--- src/rtl/xlr8_tone_pkg.sv ---
// xlr8_tone_pkg
// Shared definitions for the XLR8 tone mixer: register offsets within a
// channel's four-byte window, the channel state encoding and the sample width.
// No ports (package only).

package xlr8_tone_pkg;

  localparam logic [1:0] REG_RATE     = 2'd0;
  localparam logic [1:0] REG_VOLUME   = 2'd1;
  localparam logic [1:0] REG_DURATION = 2'd2;
  localparam logic [1:0] REG_STATUS   = 2'd3;

  localparam int SAMPLE_W = 8;

  typedef enum logic {
    IDLE = 1'b0,
    PLAY = 1'b1
  } ch_state_t;

endpackage

--- src/rtl/xlr8_tone_chan.sv ---
// xlr8_tone_chan
// One tone channel: RATE/VOLUME registers, IDLE/PLAY state machine with a
// remaining-tick counter, phase accumulator and volume-scaled sample output.
// Optional linear fade is built when XLR8_TONE_DECAY_EN is defined.
//
// Ports:
//   clk_core     core clock
//   rstn         synchronous active-low reset
//   i_tick       one-cycle duration tick from the shared prescaler
//   i_rateWe     write strobe for RATE
//   i_volWe      write strobe for VOLUME
//   i_durWe      write strobe for DURATION
//   i_wdata      write data
//   o_rate       RATE register value
//   o_volume     VOLUME register value
//   o_remaining  remaining tick count (DURATION read-back)
//   o_active     1 while the channel is in PLAY
//   o_sample     unsigned channel sample, 0 when idle

module xlr8_tone_chan
  import xlr8_tone_pkg::*;
#(
  parameter int ACC_W = 16
) (
  input  logic                clk_core,
  input  logic                rstn,
  input  logic                i_tick,
  input  logic                i_rateWe,
  input  logic                i_volWe,
  input  logic                i_durWe,
  input  logic [7:0]          i_wdata,
  output logic [7:0]          o_rate,
  output logic [7:0]          o_volume,
  output logic [7:0]          o_remaining,
  output logic                o_active,
  output logic [SAMPLE_W-1:0] o_sample
);

  ch_state_t          r_state;
  logic [7:0]         r_rate;
  logic [7:0]         r_volume;
  logic [7:0]         r_remaining;
  logic [ACC_W-1:0]   r_phase;
  logic [7:0]         w_workVol;
  logic [SAMPLE_W-1:0] w_phaseMsb;

  // Bus-visible RATE and VOLUME; a write during PLAY only changes the
  // parameters used from the next cycle on, it never restarts the note.
  always_ff @(posedge clk_core) begin
    if (!rstn) begin
      r_rate   <= '0;
      r_volume <= '0;
    end else begin
      if (i_rateWe) r_rate <= i_wdata;
      if (i_volWe)  r_volume <= i_wdata;
    end
  end

  // Note state machine. A DURATION write wins over a coincident tick, so the
  // written count is loaded untouched; the last tick returns the channel to
  // IDLE on the same edge it reaches zero. Phase is parked at 0 while idle.
  always_ff @(posedge clk_core) begin
    if (!rstn) begin
      r_state     <= IDLE;
      r_remaining <= '0;
      r_phase     <= '0;
    end else if (i_durWe) begin
      r_remaining <= i_wdata;
      r_phase     <= '0;
      r_state     <= (i_wdata != 8'd0) ? PLAY : IDLE;
    end else begin
      case (r_state)
        IDLE: r_phase <= '0;
        PLAY: begin
          if (i_tick && r_remaining == 8'd1) begin
            r_remaining <= 8'd0;
            r_phase     <= '0;
            r_state     <= IDLE;
          end else begin
            if (i_tick) r_remaining <= r_remaining - 8'd1;
            r_phase <= r_phase + ACC_W'(r_rate);
          end
        end
        default: r_state <= IDLE;
      endcase
    end
  end

`ifdef XLR8_TONE_DECAY_EN
  logic [7:0] r_workVol;

  // Working volume is seeded at note start (or by a VOLUME write) and then
  // drops by one per tick while playing, stopping at zero.
  always_ff @(posedge clk_core) begin
    if (!rstn) begin
      r_workVol <= '0;
    end else if (i_durWe) begin
      r_workVol <= r_volume;
    end else if (i_volWe) begin
      r_workVol <= i_wdata;
    end else if (i_tick && r_state == PLAY && r_workVol != 8'd0) begin
      r_workVol <= r_workVol - 8'd1;
    end
  end

  assign w_workVol = r_workVol;
`else
  assign w_workVol = r_volume;
`endif

  // Sawtooth from the top phase bits, scaled by volume; the product is kept
  // 16 bits wide so the upper byte survives the shift.
  assign w_phaseMsb  = r_phase[ACC_W-1 -: SAMPLE_W];
  assign o_sample    = (r_state == PLAY)
                       ? SAMPLE_W'((16'(w_phaseMsb) * 16'(w_workVol)) >> SAMPLE_W)
                       : '0;
  assign o_rate      = r_rate;
  assign o_volume    = r_volume;
  assign o_remaining = r_remaining;
  assign o_active    = (r_state == PLAY);

endmodule

--- src/rtl/xlr8_tone_mixer.sv ---
// xlr8_tone_mixer
// Memory-mapped multi-channel tone generator for the XLR8 AVR core. Each
// channel has RATE, VOLUME, DURATION and read-only STATUS registers at
// BASE_ADDR + 4*ch + k. A free-running prescaler produces the duration tick;
// channel samples are summed and scaled down into one registered audio byte.
// Define XLR8_TONE_DECAY_EN to build the per-tick linear volume fade.
//
// Ports:
//   clk_core      core clock
//   rstn          synchronous active-low reset
//   clken         core clock enable, qualifies register writes
//   dbus_in       write data from the core
//   dbus_out      combinational read data, 0 when nothing selected
//   io_out_en     read-data valid
//   ramadr        data-memory address
//   ramre/ramwe   read/write strobes
//   dm_sel        data-memory select
//   audio_sample  registered mixed unsigned sample
//   ch_active     per-channel playing flags

module xlr8_tone_mixer
  import xlr8_tone_pkg::*;
#(
  parameter int         NUM_CH    = 4,
  parameter logic [7:0] BASE_ADDR = 8'hE0,
  parameter int         TICK_DIV  = 1000000,
  parameter int         ACC_W     = 16
) (
  input  logic              clk_core,
  input  logic              rstn,
  input  logic              clken,
  input  logic [7:0]        dbus_in,
  output logic [7:0]        dbus_out,
  output logic              io_out_en,
  input  logic [7:0]        ramadr,
  input  logic              ramre,
  input  logic              ramwe,
  input  logic              dm_sel,
  output logic [7:0]        audio_sample,
  output logic [NUM_CH-1:0] ch_active
);

  localparam int MIX_SHIFT = $clog2(NUM_CH);
  localparam int SUM_W     = SAMPLE_W + MIX_SHIFT;
  localparam int PRESC_W   = (TICK_DIV > 1) ? $clog2(TICK_DIV) : 1;
  localparam int WIN_BYTES = 4 * NUM_CH;

  logic [7:0]          w_offset;
  logic                w_sel;
  logic                w_write;
  logic                w_tick;
  logic [PRESC_W-1:0]  r_presc;
  logic [SAMPLE_W-1:0] r_audio;
  logic [SUM_W-1:0]    w_sum;

  logic [7:0]          w_rate      [NUM_CH];
  logic [7:0]          w_volume    [NUM_CH];
  logic [7:0]          w_remaining [NUM_CH];
  logic [SAMPLE_W-1:0] w_sample    [NUM_CH];

  // Offset wraps modulo 256, so addresses below the base land far outside
  // the window and fail the single range compare.
  assign w_offset  = ramadr - BASE_ADDR;
  assign w_sel     = dm_sel && (w_offset < 8'(WIN_BYTES));
  assign w_write   = w_sel && ramwe && clken;
  assign io_out_en = w_sel && ramre;

  // Duration prescaler runs from reset regardless of clken; the tick is the
  // cycle in which the counter wraps.
  assign w_tick = (r_presc == PRESC_W'(TICK_DIV - 1));

  always_ff @(posedge clk_core) begin
    if (!rstn) begin
      r_presc <= '0;
    end else if (w_tick) begin
      r_presc <= '0;
    end else begin
      r_presc <= r_presc + PRESC_W'(1);
    end
  end

  for (genvar g = 0; g < NUM_CH; g++) begin : g_chan
    logic w_chHit;
    assign w_chHit = w_write && (w_offset[7:2] == 6'(g));

    xlr8_tone_chan #(
      .ACC_W(ACC_W)
    ) u_chan (
      .clk_core    (clk_core),
      .rstn        (rstn),
      .i_tick      (w_tick),
      .i_rateWe    (w_chHit && (w_offset[1:0] == REG_RATE)),
      .i_volWe     (w_chHit && (w_offset[1:0] == REG_VOLUME)),
      .i_durWe     (w_chHit && (w_offset[1:0] == REG_DURATION)),
      .i_wdata     (dbus_in),
      .o_rate      (w_rate[g]),
      .o_volume    (w_volume[g]),
      .o_remaining (w_remaining[g]),
      .o_active    (ch_active[g]),
      .o_sample    (w_sample[g])
    );
  end

  // Read mux; STATUS exposes only the active flag in bit 0.
  always_comb begin
    dbus_out = '0;
    if (w_sel) begin
      for (int c = 0; c < NUM_CH; c++) begin
        if (w_offset[7:2] == 6'(c)) begin
          case (w_offset[1:0])
            REG_RATE:     dbus_out = w_rate[c];
            REG_VOLUME:   dbus_out = w_volume[c];
            REG_DURATION: dbus_out = w_remaining[c];
            default:      dbus_out = {7'd0, ch_active[c]};
          endcase
        end
      end
    end
  end

  // Mixer sum is wide enough for every channel at full scale, so dividing by
  // the channel count afterwards can never wrap.
  always_comb begin
    w_sum = '0;
    for (int c = 0; c < NUM_CH; c++) begin
      w_sum = w_sum + SUM_W'(w_sample[c]);
    end
  end

  always_ff @(posedge clk_core) begin
    if (!rstn) begin
      r_audio <= '0;
    end else begin
      r_audio <= SAMPLE_W'(w_sum >> MIX_SHIFT);
    end
  end

  assign audio_sample = r_audio;

endmodule

--- config.mk ---
export PLATFORM = sky130hd
export DESIGN_NAME = xlr8_tone_mixer
export DESIGN_NICKNAME = d
export VERILOG_FILES = /design/src/rtl/xlr8_tone_pkg.sv /design/src/rtl/xlr8_tone_chan.sv /design/src/rtl/xlr8_tone_mixer.sv
export SDC_FILE = /design/constraint.sdc
export NUM_CORES = 1
export LEC_CHECK = 0
export ABC_AREA = 1
export CORE_MARGIN = 3
export CORE_UTILIZATION = 49
export CTS_CLUSTER_SIZE = 12
export DETAILED_ROUTE_END_ITERATION = 10
export GPL_ROUTABILITY_DRIVEN = 0
export GPL_TIMING_DRIVEN = 0
export PLACE_DENSITY = 0.78
export RECOVER_POWER = 50
export SYNTH_ARGS = -nofsm -noshare
export SYNTH_HDL_FRONTEND = slang
export SYNTH_SLANG_ARGS = --single-unit
--- constraint.sdc ---
create_clock -name clk_core -period 6.3 [get_ports clk_core]
set_input_delay 0.63 -clock clk_core [delete_from_list [all_inputs] [get_ports clk_core]]
set_output_delay 0.63 -clock clk_core [all_outputs]
set_load 0.02 [all_outputs]
Word-level counts from Yosys, hierarchy flattened
Cells that the tools add are included.
{ "word_totals": {"wordCells": 149, "out_inout_bits": 21, "register_bits": 192} }
{ "op_classes": {"n_bitwise": 5, "multipliers": 4, "add_sub_neg": 13, "n_mux": 50, "n_reduce_logical": 44, "magnitude_cmp": 1, "n_eq_ne": 10} }
{ "ops": {"columns": ["cell", "count"], "rows": [
  ["$mux 8", 25],
  ["$pmux 16 s2", 4],
  ["$pmux 8 s3", 4],
  ["$add 16x8->16", 4],
  ["$mul 8x8->16", 4],
  ["$mux 16", 4],
  ["$eq 8x1->1 const B", 4],
  ["$sub 8x1->8 const B", 4],
  ["$logic_and 1x1->1", 24],
  ["$add 20x1->20 const B", 1],
  ["$eq 20x20->1 const B", 1],
  ["$mux 1", 13],
  ["$eq 6x2->1 const B", 2],
  ["$reduce_bool 3->1", 4],
  ["$add 10x8->10", 1],
  ["$add 9x8->10", 1],
  ["$reduce_or 2->1", 5],
  ["$add 8x8->9", 1],
  ["$lt 8x5->1 const B", 1],
  ["$reduce_and 2->1", 4],
  ["$reduce_bool 2->1", 4],
  ["$reduce_bool 8->1", 1],
  ["$sub 8x8->8 const B", 1],
  ["$eq 6x1->1 const B", 1],
  ["5 further kinds", 9]
]} }

Depth between registers and ports, before layout
{ "logic_depth": {"depth_word": 9, "ltp_mapped": 35, "depth_no_buf": 34} }

Hierarchy
From an unflattened synthesis, not the netlist that was laid out.
{ "hier_totals": {"cells_unflattened": 3217, "hier_area_um2": 21097.7} }
{ "by_module_without_submodules": {"columns": ["module", "n_inst", "cells_per_inst", "area_each_um2"], "rows": [
  ["xlr8_tone_chan at g_chan[0].u_chan", 1, 667, 4514.3],
  ["xlr8_tone_chan at g_chan[3].u_chan", 1, 665, 4476.8],
  ["xlr8_tone_chan at g_chan[1].u_chan", 1, 667, 4451.8],
  ["xlr8_tone_chan at g_chan[2].u_chan", 1, 665, 4446.8],
  ["xlr8_tone_mixer", 1, 553, 3208.1]
]} }

Worst setup path after synthesis
Ideal clock, no wire load.
{ "synth_timing": {"path_kind": "register to register", "from": "reg g_chan[0].u_chan.r_phase[13]", "to": "reg r_audio[7] (netlist: audio_sample[7])", "required_time_ns": 6.166, "setup_time_ns": 0.134, "path_stages_with_launch": 31, "arrival_time_ns": 6.039, "path_slack_ns": 0.127, "period_less_slack_ns": 6.173, "n_path_buf": 1, "cell_sequence": "dfxtp_1 -> clkbuf_1 -> nand2_1 -> fa_1 -> fa_1 -> inv_1 -> fa_1 -> inv_1 -> fa_1 -> inv_1 -> ha_1 -> nand2_1 -> nor2_1 -> nor2_1 -> o21ai_1 -> xnor2_1 -> nor2_1 -> fa_1 -> inv_1 -> fa_1 -> nor3_1 -> and3_1 -> fa_1 -> nand3_1 -> nand2_1 -> nand2_1 -> nand2_1 -> a21oi_1 -> nor2_1 -> o21ai_0 -> a21oi_1"} }
{ "synth_via": {"elab_chain_len": 5} }
{ "synth_lines": {"columns": ["item", "line_no", "source"], "rows": [
  ["from (decl)", "xlr8_tone_chan.sv:43", "logic [ACC_W-1:0] r_phase;"],
  ["from (signal assigned)", "xlr8_tone_chan.sv:81", "r_phase <= r_phase + ACC_W'(r_rate);"],
  ["$mul 8x8->16", "xlr8_tone_chan.sv:115", "? SAMPLE_W'((16'(w_phaseMsb) * 16'(w_workVol)) >> SAMPLE_W)"],
  ["$mux 8", "xlr8_tone_chan.sv:115", null],
  ["$add 8x8->9", "xlr8_tone_mixer.sv:126", "w_sum = w_sum + SUM_W'(w_sample[c]);"],
  ["$add 9x8->10", "xlr8_tone_mixer.sv:126", null],
  ["$add 10x8->10", "xlr8_tone_mixer.sv:126", null],
  ["to (signal assigned)", "xlr8_tone_mixer.sv:134", "r_audio <= SAMPLE_W'(w_sum >> MIX_SHIFT);"],
  ["to (decl)", "xlr8_tone_mixer.sv:53", "logic [SAMPLE_W-1:0] r_audio;"]
]} }
No other way between the ends.
A chain may end at the register's enable or synchronous reset.

Worst setup path in the final report
{ "layout_timing": {"from": "reg g_chan[2].u_chan.r_volume[4]", "to": "reg r_audio[7] (netlist: audio_sample[7])"} }
{ "layout_via": {"elab_chain_len": 4} }
{ "layout_lines": {"columns": ["item", "line_no", "source"], "rows": [
  ["from (decl)", "xlr8_tone_chan.sv:41", "logic [7:0] r_volume;"],
  ["from (signal assigned)", "xlr8_tone_chan.sv:55", "if (i_volWe) r_volume <= i_wdata;"],
  ["$mul 8x8->16", "xlr8_tone_chan.sv:115", null],
  ["$mux 8", "xlr8_tone_chan.sv:115", null],
  ["$add 9x8->10", "xlr8_tone_mixer.sv:126", null],
  ["$add 10x8->10", "xlr8_tone_mixer.sv:126", null]
]} }
No other way between the ends.

==> results by group <==
Final layout
  – Area Growth Syn to Fin: 12.2%
  – Proportion of layout cells with a drive suffix above 1: 0.0997
  – FILL cells: 3582
  – Final Instance Area: 22300 sq um
  – Nets: 3300

Hold path
  – HP Start: r_presc[0]$_SDFF_PP0_
  – Hold Crit Class: flip-flop to flip-flop

Clock tree
  – TritonCTS Sinks: 192
  – CTS Hold Buffers Added: 0
  – CTS tree: built
  – Clk_lat worst skew: 0.46 ns
  – Clock tree buffer depth: 2
  – Num CTS Buffers: 17
  – CTS clock-pin slew for the worst setup and hold paths: 0.08 ns
  – Clk root buf: clkbuf_16
  – H-Tree Level Count: 4

Yosys
  – Top post-synthesis cells by area: dfxtp_1 (19%), fa_1 (16%), nand2_1 (12%)
  – Ys Warns: 0
  – Post-synth ARST share: 0
  – Gate Count Post-Synth: 2857
  – Top cell type's share of synthesized area: 0.194
  – Yosys reg bits: 192
  – Post-synth top cells: nand2_1 (619), inv_1 (609), a21oi_1 (216)
  – Synthesized area per cell: 6.95 sq um
  – Top-count cell post-synth: nand2_1
  – Ys flop type: dfxtp_1
  – Synthesized cell area: 19900 sq um
  – Mapped Nets: 3220
  – Sequential share of the synthesized area: 0.194
  – Distinct cell type count after synthesis: 51
  – Area leader, netlist: dfxtp_1
  – Number of synthesized flops with an enable pin: 0

Setup path
  – Worst EP arrival: 6.60 ns
  – Reg-to-Reg Start: g_chan[2].u_chan.o_volume[4]$_SDFFE_PN0P_
  – Worst setup startpoint: g_chan[2].u_chan.o_volume[4]$_SDFFE_PN0P_
  – Critical path fanouts, max: 5
  – CP startpoint kind: flip-flop
  – Cell mode on critical path: inv_1
  – Crit end category: flip-flop
  – Critical path's slowest cell: fa_1
  – Required @ worst endpoint: 6.61 ns
  – Critical path class: flip-flop to flip-flop
  – CP peak stage delay: 0.54 ns

Floorplanning
  – Core Region: 39900 sq um
  – Initial Util: 0.497
  – Die ar.: 43000 sq um
  – Rows: 73
  – I/O pins: 43
  – Die height: 207 um
  – Die Wd: 207 um

Status
  – Failing checks: max-capacitance violations
  – Status: finished with violations

Routing
  – Pre-antenna DRT Iters: 6
  – # DRC: 0
  – Via Count: 19071
  – Final WL: 56100 um
  – Routed vias/inst: 5.49
  – Starting DRT DRC Count: 1741
  – ANT nets after route: 0
  – Routed WL per cell: 16.1 um

Timing
  – Max Fclk: 159 MHz
  – Clock Skew: 0.0150 ns
  – Final hold vios: 0
  – Period utilisation layout: 0.999
  – Fin Hold WS: 0.499 ns
  – Unrepaired setup endpoints after global routing: yes
  – Max-Slew Margin vs Limit: 0.00140
  – Tmin final: 6.30 ns
  – Final Slew Violations: 0
  – Worst Max-Slew Pin Slew: 1.48 ns
  – Final setup vio count: 0

Global route
  – First-pass GRT wire length: 90600 um
  – Total GRT Usage: 0.254
  – GR peak layer: met2
  – GRT overflow: 0
  – Vias in the first global route: 18649
  – M3 GR Usage: 0.0524
  – M2 GR Usage: 0.426
  – Antenna violations before repair: 1
  – Grt met1 use: 0.323
  – Largest net degree at the start of global routing: 22

Power and ir drop
  – Leakage: 11.6 nW
  – Max IR drop VDD: 178 uV
  – Pwr dens: 111 nW/um^2

Placement
  – Dpl cell area: 20900 sq um
  – PortBufs: 39
  – Hpwl dp: 42800 um

Run
  – Max Cap Viol: 1
-- stage by stage --
stage	power [mW]	util	std cells	setup TNS (ns)	setup WS [ns]
finish	2.48	0.558	3476	0	0.00316
global route	2.54	0.558	3476	-0.556	-0.205
CTS	2.49	0.546	3427	-0.0392	-0.0392
detailed placement	1.36	0.524	3421	-3.25	-0.724
global placement	1.36	0.524	3421	-2.56	-0.613
floorplan	1.30	-	2857	0	0.127
-- worst max-delay path: cells and delay by family, from the launching register on --
family / cells / cell delay, ns
AO/OA/AOI/OAI: 5 / 0.69
buffers and inverters: 9 / 0.61
AND/OR/NAND/NOR: 10 / 0.74
adder cells (fa/ha/maj): 8 / 3.57
XOR/XNOR: 1 / 0.14
flip-flops: 1 / 0.37
-- final cells by class --
class | instances | area (sq um) | area share
diodes | 1 | 2.50 | 0.000112
clock inverters | 15 | 210 | 0.00943
flip-flops and latches | 192 | 3970 | 0.178
well taps | 525 | 657 | 0.0295
repair buffers | 107 | 912 | 0.0409
multi-input cells | 1932 | 13400 | 0.602
clock buffers | 17 | 425 | 0.0191
inverters | 623 | 2340 | 0.105
plain buffers | 64 | 350 | 0.0157
-- layout by cell type (no fill, tap or decap), drive strengths merged, types with 20 or more instances in the layout --
master	Yosys	layout
fa	160	160
clkdlybuf4s50	0	26
inv	614	620
nor2	218	218
or2	20	20
clkbuf	79	57
a211oi	22	22
nand3	108	108
a21oi	216	216
nor3	42	42
nand4	34	34
dfxtp	192	192
nand2	625	625
ha	181	181
o21ai	158	158
buf	31	92
xor2	35	35
-- what timing repair did --
action,CTS,global route
pin swaps,13,46
endpoints found under the setup margin,8,7
cloned,0,0
hold endpoints to repair,0,0
buffers inserted,20,48
resized for setup,105,105
-- sequential cells by signal, indices dropped and copies added, names as in the netlist --
register and count:
g_chan.u_chan.o_active 4, r_presc 20, g_chan.u_chan.o_rate 32, audio_sample 8
g_chan.u_chan.r_phase 64, g_chan.u_chan.o_volume 32, g_chan.u_chan.o_remaining 32
-- where the power goes --
| group | total (mW) | switching [mW] | internal [mW] |
|---|---|---|---|
| Combinational | 0.117 | 0.0881 | 0.0288 |
| Sequential | 1.20 | 0.00213 | 1.20 |
| Clock | 1.16 | 0.580 | 0.581 |
| Total | 2.48 | 0.670 | 1.81 |
-- routing by layer --
metal | vias up | routed length [um]
met5 | - | 0
met4 | 0 | 2130
met3 | 187 | 5450
met2 | 845 | 26100
met1 | 8966 | 22400
li1 | 9073 | -
-- worst paths after layout --
kind	endpoint	slack, ns	cells past startpoint
max	audio_sample[7]$_SDFF_PN0_	0.003	33
min	r_presc[0]$_SDFF_PP0_	0.50	1
max reg2reg	audio_sample[7]$_SDFF_PN0_	0.003	33
min reg2reg	r_presc[0]$_SDFF_PP0_	0.50	1
-- kinds of logic (layout without fill, tap and decap cells) --
group,after synthesis,count (layout),share of synthesized area
simple gates,1081,1081,0.238
buf+inv,733,826,0.144
compound gates,465,465,0.129
fa+ha+maj,341,341,0.275
flops,192,192,0.194
xor+xnor,45,45,0.0199
other cells,0,1,0
(Power assumes the default switching activity.)
